==> config.mk <==
export PLATFORM = sky130hd
export DESIGN_NAME = fetch_buffer_flat
export DESIGN_NICKNAME = d
export VERILOG_FILES = /design/src/rtl/fetch_buffer_pkg.sv /design/src/rtl/fetch_buffer_if.sv /design/src/rtl/fetch_buffer_ptr_ctrl.sv /design/src/rtl/fetch_buffer.sv /design/src/flat_wrapper.sv
export SDC_FILE = /design/constraint.sdc
export NUM_CORES = 2
export LEC_CHECK = 0
export ABC_AREA = 1
export CORE_MARGIN = 2
export CORE_UTILIZATION = 50
export DETAILED_ROUTE_END_ITERATION = 10
export HOLD_SLACK_MARGIN = 0.1
export PLACE_DENSITY_LB_ADDON = 0.2
export REMOVE_ABC_BUFFERS = 1
export SLEW_MARGIN = 25
export SYNTH_ARGS = -nofsm -noshare
export SYNTH_HDL_FRONTEND = slang
export SYNTH_SLANG_ARGS = --single-unit
export TNS_END_PERCENT = 30
==> constraint.sdc <==
create_clock -name clock -period 48.3 [get_ports clock]
set_clock_uncertainty 0.15 [all_clocks]
set_input_delay 9.66 -clock clock [delete_from_list [all_inputs] [get_ports clock]]
set_output_delay 9.66 -clock clock [all_outputs]
set_load 0.01 [all_outputs]
==> src/rtl/fetch_buffer_pkg.sv <==
// Shared pipeline packet typedefs and fetch buffer sizing.
`ifndef FETCH_BUFFER_SIZE
`define FETCH_BUFFER_SIZE 8
`endif

package fetch_buffer_pkg;

    localparam int unsigned FB_DEPTH  = `FETCH_BUFFER_SIZE;
    localparam int unsigned XLEN      = 32;

    // One fetched instruction travelling from fetch to dispatch.
    typedef struct packed {
        logic            valid;
        logic [XLEN-1:0] inst;
        logic [XLEN-1:0] pc;
        logic [XLEN-1:0] npc;
    } FETCH_PACKET;

endpackage

==> src/rtl/fetch_buffer_if.sv <==
// Fetch/dispatch side bundle of the fetch buffer.
interface fetch_buffer_if
    import fetch_buffer_pkg::*;
#(
    parameter int unsigned DEPTH = FB_DEPTH,
    localparam int unsigned CW   = $clog2(DEPTH + 1)
);
    FETCH_PACKET   fetch_packet_in;
    logic          dispatch_stall;
    logic          squash;
    FETCH_PACKET   fetch_packet_out;
    logic          fb_full;
    logic [CW-1:0] fb_count;
    logic          fb_empty;

    // Fetch/dispatch/CDB side drives the buffer.
    modport master (
        output fetch_packet_in, dispatch_stall, squash,
        input  fetch_packet_out, fb_full, fb_count, fb_empty
    );

    // The buffer itself.
    modport slave (
        input  fetch_packet_in, dispatch_stall, squash,
        output fetch_packet_out, fb_full, fb_count, fb_empty
    );
endinterface

==> src/rtl/fetch_buffer_ptr_ctrl.sv <==
// Head/tail/count bookkeeping and enq/deq/squash arbitration for the fetch buffer.
module fb_ptr_ctrl
    import fetch_buffer_pkg::*;
#(
    parameter int unsigned DEPTH = FB_DEPTH,
    localparam int unsigned PW   = $clog2(DEPTH),
    localparam int unsigned CW   = $clog2(DEPTH + 1)
) (
    input  logic          clock,
    input  logic          reset,
    input  logic          in_valid,
    input  logic          dispatch_stall,
    input  logic          squash,
    output logic [PW-1:0] head_ptr,
    output logic [PW-1:0] tail_ptr,
    output logic [CW-1:0] count,
    output logic          full,
    output logic          empty,
    output logic          enq_c
);

    logic          deq_c;
    logic [CW-1:0] count_next;

    // Squash blocks both sides; full/empty come from registers, so no same-cycle bypass.
    always_comb begin
        enq_c      = in_valid & ~full & ~squash;
        deq_c      = ~empty & ~dispatch_stall & ~squash;
        count_next = count + CW'(enq_c) - CW'(deq_c);
    end

    // Pointer/count registers; pointers wrap naturally at DEPTH (power of two).
    always_ff @(posedge clock or posedge reset) begin
        if (reset) begin
            head_ptr <= '0;
            tail_ptr <= '0;
            count    <= '0;
            full     <= 1'b0;
            empty    <= 1'b1;
        end else if (squash) begin
            head_ptr <= '0;
            tail_ptr <= '0;
            count    <= '0;
            full     <= 1'b0;
            empty    <= 1'b1;
        end else begin
            if (enq_c) tail_ptr <= tail_ptr + PW'(1);
            if (deq_c) head_ptr <= head_ptr + PW'(1);
            count <= count_next;
            full  <= (count_next == CW'(DEPTH));
            empty <= (count_next == '0);
        end
    end

endmodule

==> src/rtl/fetch_buffer.sv <==
// In-order decoupling queue between fetch and dispatch, flushed on CDB squash.
module fetch_buffer
    import fetch_buffer_pkg::*;
#(
    parameter int unsigned DEPTH = FB_DEPTH,
    localparam int unsigned PW   = $clog2(DEPTH),
    localparam int unsigned CW   = $clog2(DEPTH + 1)
) (
    input  logic           clock,
    input  logic           reset,
    fetch_buffer_if.slave  bus
);

    FETCH_PACKET   mem [DEPTH];
    logic [PW-1:0] head_ptr;
    logic [PW-1:0] tail_ptr;
    logic [CW-1:0] count;
    logic          full;
    logic          empty;
    logic          enq_c;

    fb_ptr_ctrl #(.DEPTH(DEPTH)) u_ptr_ctrl (
        .clock          (clock),
        .reset          (reset),
        .in_valid       (bus.fetch_packet_in.valid),
        .dispatch_stall (bus.dispatch_stall),
        .squash         (bus.squash),
        .head_ptr       (head_ptr),
        .tail_ptr       (tail_ptr),
        .count          (count),
        .full           (full),
        .empty          (empty),
        .enq_c          (enq_c)
    );

    // Entry storage; only accepted packets are written at the tail.
    always_ff @(posedge clock or posedge reset) begin
        if (reset) begin
            for (int i = 0; i < int'(DEPTH); i++) begin
                mem[i] <= '0;
            end
        end else if (enq_c) begin
            mem[tail_ptr] <= bus.fetch_packet_in;
        end
    end

    // Head entry straight from the array; valid is qualified by occupancy.
    always_comb begin
        bus.fetch_packet_out       = mem[head_ptr];
        bus.fetch_packet_out.valid = ~empty;
    end

    assign bus.fb_full  = full;
    assign bus.fb_empty = empty;
    assign bus.fb_count = count;

endmodule
==> src/flat_wrapper.sv <==
// flat-port wrapper written by rule: the top's interface ports become plain ports
module fetch_buffer_flat import fetch_buffer_pkg::*;
#(
    parameter int unsigned DEPTH = FB_DEPTH,
    localparam int unsigned PW   = $clog2(DEPTH),
    localparam int unsigned CW   = $clog2(DEPTH + 1)
)
  (clock, reset, bus_fetch_packet_in, bus_dispatch_stall, bus_squash, bus_fetch_packet_out, bus_fb_full, bus_fb_count, bus_fb_empty);
  fetch_buffer_if #(.DEPTH(DEPTH)) bus_i ();
  input  logic clock;
  input  logic reset;
  input wire logic [$bits(bus_i.fetch_packet_in)-1:0] bus_fetch_packet_in;
  input wire logic [$bits(bus_i.dispatch_stall)-1:0] bus_dispatch_stall;
  input wire logic [$bits(bus_i.squash)-1:0] bus_squash;
  output wire logic [$bits(bus_i.fetch_packet_out)-1:0] bus_fetch_packet_out;
  output wire logic [$bits(bus_i.fb_full)-1:0] bus_fb_full;
  output wire logic [$bits(bus_i.fb_count)-1:0] bus_fb_count;
  output wire logic [$bits(bus_i.fb_empty)-1:0] bus_fb_empty;
  assign bus_i.fetch_packet_in = bus_fetch_packet_in;
  assign bus_i.dispatch_stall = bus_dispatch_stall;
  assign bus_i.squash = bus_squash;
  assign bus_fetch_packet_out = bus_i.fetch_packet_out;
  assign bus_fb_full = bus_i.fb_full;
  assign bus_fb_count = bus_i.fb_count;
  assign bus_fb_empty = bus_i.fb_empty;
  fetch_buffer #(.DEPTH(DEPTH)) u_core (.clock(clock), .reset(reset), .bus(bus_i));
endmodule
# After elaboration in Yosys (flattened, before gate mapping)
# Index checks and enable logic that the tools add are counted.
word_totals:
  word_cells: 72
  ff_bits: 788
  output_inout_bits: 103
  input_bits: 101
op_classes:
  bitwise_logic: 10
  order_cmp: 3
  n_eq_ne: 1
  add_sub_neg: 4
  reduce_logical: 4
  mux: 13
op_table:
  columns: ["op", "n"]
  rows:
  - ["$bwmux 776", 1]
  - ["$bmux 97 s3", 1]
  - ["$demux 97 s3", 1]
  - ["$mux 96", 2]
  - ["$mux 97", 1]
  - ["$mux 3", 4]
  - ["$ge 4x4->1 const B", 2]
  - ["$not 3->4", 2]
  - ["$add 3x1->3 const B", 2]
  - ["$add 4x1->4", 1]
  - ["$and 1x1->1", 4]
  - ["$eq 4x4->1 const B", 1]
  - ["$logic_not 4->1", 1]
  - ["$lt 4x1->1 const B", 1]
  - ["$mux 4", 1]
  - ["$not 1->1", 4]
  - ["$reduce_bool 2->1", 2]
  - ["$sub 4x1->4", 1]
  - ["$mux 1", 2]
  - ["$logic_and 1x1->1", 1]

# Depth between registers and ports, before layout
logic_depth:
  ltp_word: 7
  ltp_mapped: 13
  depth_no_buf: 13

# Hierarchy
# A second synthesis with hierarchy kept.
unflattened:
  hier_cells: 5214
  area_unflattened_um2: 37872.6
modules_own_cells:
  columns: ["mod", "area_per_inst_um2", "seq_area_each_um2", "cells_each", "n_inst"]
  rows:
  - ["fetch_buffer", 37225.7, 19218.4, 5138, 1]
  - ["fb_ptr_ctrl", 646.9, 301.5, 76, 1]

# Worst setup path after synthesis
# No wires, ideal clock.
synth_path:
  path_type: "input to register"
  start: "input bus_fetch_packet_in[96]"
  end: "register u_core.u_ptr_ctrl.empty"
  t_arrival_ps: 11331
  required_ps: 48092
  path_buffers: 0
  path_stages: 12
  setup_ps: 58
  path_slack_ps: 36761
  cell_sequence: "nand2_2 -> nor2_8 -> inv_1 -> ha_1 -> inv_1 -> ha_1 -> fa_1 -> xnor2_1 -> nand3_1 -> nand2_1 -> nand2_1 -> inv_1"
synth_via:
  elab_chain_len: 6
synth_lines:
  columns: ["element", "line", "text"]
  rows:
  - ["from (decl)", "flat_wrapper.sv:12", "input wire logic [$bits(bus_i.fetch_packet_in)-1:0] bus_fetch_packet_in;"]
  - ["$and 1x1->1 (2 in a row)", "fetch_buffer_ptr_ctrl.sv:27", "enq_c = in_valid & ~full & ~squash;"]
  - ["$add 4x1->4", "fetch_buffer_ptr_ctrl.sv:29", "count_next = count + CW'(enq_c) - CW'(deq_c);"]
  - ["$sub 4x1->4", "fetch_buffer_ptr_ctrl.sv:29", null]
  - ["$logic_not 4->1", "fetch_buffer_ptr_ctrl.sv:51", "empty <= (count_next == '0);"]
  - ["$mux 1", "fetch_buffer_ptr_ctrl.sv:40", "end else if (squash) begin"]
  - ["to (signal assigned)", "fetch_buffer_ptr_ctrl.sv:51", null]
  - ["to (decl)", "fetch_buffer_ptr_ctrl.sv:18", "output logic empty,"]
# Every way passes these cells.
# A chain may end at the register's enable or synchronous reset.

# Worst setup path after layout
layout_path:
  start: "register u_core.u_ptr_ctrl.head_ptr[0]"
  end: "output bus_fetch_packet_out[7]"
layout_via:
  elab_chain_len: 4
layout_lines:
  columns: ["element", "line", "text"]
  rows:
  - ["from (decl)", "fetch_buffer_ptr_ctrl.sv:14", "output logic [PW-1:0] head_ptr,"]
  - ["from (signal assigned)", "fetch_buffer_ptr_ctrl.sv:48", "if (deq_c) head_ptr <= head_ptr + PW'(1);"]
  - ["$not 3->4 (not written as such)", "fetch_buffer.sv:49", "bus.fetch_packet_out = mem[head_ptr];"]
  - ["$bmux 97 s3", "fetch_buffer.sv:49", null]
  - ["$mux 96 (not written as such) (2 in a row)", "fetch_buffer.sv:49", null]
  - ["to (decl)", "flat_wrapper.sv:15", "output wire logic [$bits(bus_i.fetch_packet_out)-1:0] bus_fetch_packet_out;"]
# Every way passes these cells. The select of a mux whose other input is x is not followed.

==> metrics.csv <==
stage;metric;value;unit
status;status;complete, no violations;
clock_network;Post CTS Setup Buffer Count;0;
finish;Core Util, Final;57.61;%
clock_network;H-tree Lvls;3;
yosys;Most used DFF post-synth;dfrtp_1;
global_routing;vias in the first global route;28239;
placement;gpl congestion;0.7442;
critical_path;crit path max-delay cell type;buf_4;
die;IO Pins;204;
yosys;synth warn;0;
route;WL/cell;18.12;microns
critical_path;Worst R2R End;u_core.mem[217]$_DFFE_PP0P_;
clock_network;Gates resized, CTS repair;0;
sta;Rel. slew slack;32.10;%
power;leakage power;19.48;nW
power;Design Power;0.002265;W
power;Max VDD drop;0.00003284;V
critical_path;cell mode on critical path;buf_4;
sta;Period Utilization, post-route;30.94;%
clock_network;CTS tree;yes;
die;Die Y;270.3;microns
finish;Post-Layout Cell Count;5449;
clock_network;Hold-fix buffers, CTS;0;
critical_path;Top Family by Delay on Critical Path;buffers and inverters;
route;DR vias;29766;
yosys;Synth top area share;54.97;%
critical_path;Worst Path Buf+Inv;4;
critical_path;R2R cell count;9;
clock_network;worst-skew pair later-pin latency;0.61;ns
critical_path;crit path DAT;5.13;ns
yosys;Synth async-reset ratio;100.0;%
route;drt drc;0;
global_routing;Total GRT Usage;26.98;%
route;Via-to-Cell Ratio;5.463;
yosys;synthesized area per cell;7.976;sq um
finish;Nets;4556;
yosys;top post-synthesis cells by count;1263 x nand2_1, 1067 x o21ai_0, 779 x dfrtp_1;
yosys;Mapped Area;35460;sq um
sta;Slew Limit Fails;0;
placement;Post-DP HPWL;50510;microns
die;Initial Utilization;50.55;%
sta;final worst setup slack;33.36;ns
sta;Worst Tran Pin Value;1.018;ns
clock_network;CTS buffer count;82;
critical_path;FF-to-FF Start;u_core.u_ptr_ctrl.full$_DFF_PP0_;
job;MaxCap Viol Count;0;
sta;RSZ-0062 raised after global routing;no;
critical_path;Crit Path Category;flip-flop to output port;
clock_network;CTS Buffer Depth;3;
finish;fill count;6611;
sta;minimum clock period;14.94;ns
critical_path;Setup crit end kind;output port;
yosys;register area share after synthesis;55.05;%
yosys;area leader, netlist;dfrtp_1;
critical_path;CP peak stage delay;0.86;ns
worst_hold_path;hold path startpoint;u_core.mem[498]$_DFFE_PP0P_;
route;drt first-iter violations;3029;
clock_network;Root Driver;clkbuf_16;
die;core area;70150;sq um
placement;placed instance count;5301;
die;full die area;73070;sq um
global_routing;largest net degree at the start of global routing;193;
sta;Max Fclk;0.06692;GHz
critical_path;Cell Chain, Critical Path;buf_4 > buf_4 > buf_4 > nor2_1 > nor2_1 > o21ai_0 > o21ai_0 > nand2_1 > nand2_1 > clkdlybuf4s50_1;
route;drt pass-1 iters;5;
worst_hold_path;hold worst-path end;u_core.mem[498]$_DFFE_PP0P_;
yosys;post-synthesis cell count;4446;
worst_hold_path;Hold Path Class;flip-flop to flip-flop;
critical_path;Startpoint Class;flip-flop;
critical_path;Critical Path Fanout Max;89;
route;Detail Route Antenna Nets;0;
global_routing;grt ovf;0;
global_routing;initial antenna violation count;4;
sta;final hold violations;0;
critical_path;Critical Path RT;38.49;ns
route;DRT Wirelength;98720;microns
finish;Layout Area Growth over Synthesis;13.96;%
yosys;number of synthesized register bits;780;
sta;TNS Setup;0;ns
placement;pre-CTS WS;34.06;ns
yosys;count leader, synth;nand2_1;
yosys;post-synth cell types;25;
clock_network;Clk pin slew, worst setup/hold paths;0.06;ns
worst_hold_path;hold depth;2;
die;Die W;270.3;microns
sta;setup violators final;0;
critical_path;R2R setup slack;44.17;ns
power;Pwr Density;56.06;nW/um^2
die;Rows;97;
placement;I/O Buffers;203;
global_routing;global-route wire length before repair;158400;microns
finish;layout cells sized above 1;4.326;%
yosys;top post-synthesis cells by area;dfrtp_1 55%, o21ai_0 15%, nand2_1 13%;
yosys;EDFF count, synth;0;
clock_network;clk sink count;780;
## cells in the final DEF, fill, tap and decap left out, drive strengths merged
cell type and instances:
xnor2 1, nor2 488, fa 1, nand3 5, clkinv 17, dfrtp 779
buf 40, ha 6, diode 1, clkinvlp 4, nand4 6, bufinv 6
a21oi 99, dfstp 1, clkbuf 116, inv 215, o21ai 1255, clkdlybuf4s50 203
nand2 1266
## power breakdown
group | internal, W | leakage (nW) | switching, W
sequential | 0.000842 | 9.95 | 0.000100
clock | 0.000384 | 1.36 | 0.000262
combinational | 0.000276 | 8.17 | 0.000401
total | 0.00150 | 19.5 | 0.000763
## worst max path at each step
| stage | slack, ns | to | startpoint | cells past startpoint |
|---|---|---|---|---|
| 2_1_floorplan | 16.59 | u_core.mem[0]$_DFFE_PP0P_ | reset | 1 |
| 3_3_place_gp | 34.11 | bus_fetch_packet_out[16] | u_core.u_ptr_ctrl.head_ptr[0]$_DFFE_PP0P_ | 10 |
| 3_5_place_dp | 34.06 | bus_fetch_packet_out[16] | u_core.u_ptr_ctrl.head_ptr[0]$_DFFE_PP0P_ | 10 |
| 4_1_cts | 33.37 | bus_fetch_packet_out[7] | u_core.u_ptr_ctrl.head_ptr[0]$_DFFE_PP0P_ | 10 |
| 5_1_grt | 33.02 | bus_fetch_packet_out[7] | u_core.u_ptr_ctrl.head_ptr[0]$_DFFE_PP0P_ | 10 |
| 6_report | 33.36 | bus_fetch_packet_out[7] | u_core.u_ptr_ctrl.head_ptr[0]$_DFFE_PP0P_ | 10 |
## layout make-up
type / instances / area, sq um / share of cell area, %
flip-flops and latches: 780 / 19530 / 48.33
multi-input cells: 3127 / 13670 / 33.84
repair buffers: 243 / 2451 / 6.065
clock buffers: 116 / 2446 / 6.053
well taps: 940 / 1176 / 2.910
inverters: 214 / 825.8 / 2.043
clock inverters: 28 / 304.0 / 0.7524
diodes: 1 / 2.502 / 0.006192
## state kept, by name, indices dropped and copies added, names as in the netlist
signal and count:
u_core.mem 768, u_core.u_ptr_ctrl.count 4, u_core.u_ptr_ctrl.head_ptr 3, u_core.u_ptr_ctrl.tail_ptr 3, u_core.u_ptr_ctrl.empty 1, u_core.u_ptr_ctrl.full 1
## layer usage
metal,vias to the layer above,track usage (%),wire length [microns]
li1,14333,-,-
met1,14385,37.91,44680
met2,873,44.17,46240
met3,169,3.885,5660
met4,6,6.892,2104
met5,-,0,35
## per-stage QoR
step                area, sq um  hold WS [ns]
floorplan                 33940        0.2978
global placement          37580        0.3090
detailed placement        37580        0.3172
CTS                       40330        0.3315
global route              40410        0.3459
finish                    40410        0.3272
## tightest hold or removal path: stages, from the launching register on
cell and delay, ns:
dfrtp_1 0.34, nand2_1 0.05, o21ai_0 0.06
## cells by family (layout without fill, tap and decap cells)
group / Yosys count / in the layout / synth area share (%)
and+or+nand+nor: 1765 / 1765 / 18.98
AOI/OAI and AO/OA: 1354 / 1354 / 19.11
DFF: 780 / 780 / 55.05
buffers and inverters: 539 / 601 / 6.566
adders and majority gates: 7 / 7 / 0.2682
xor gates and xnor gates: 1 / 1 / 0.02470
other: 0 / 1 / 0
No activity file was read; power rests on OpenSTA's default activity.
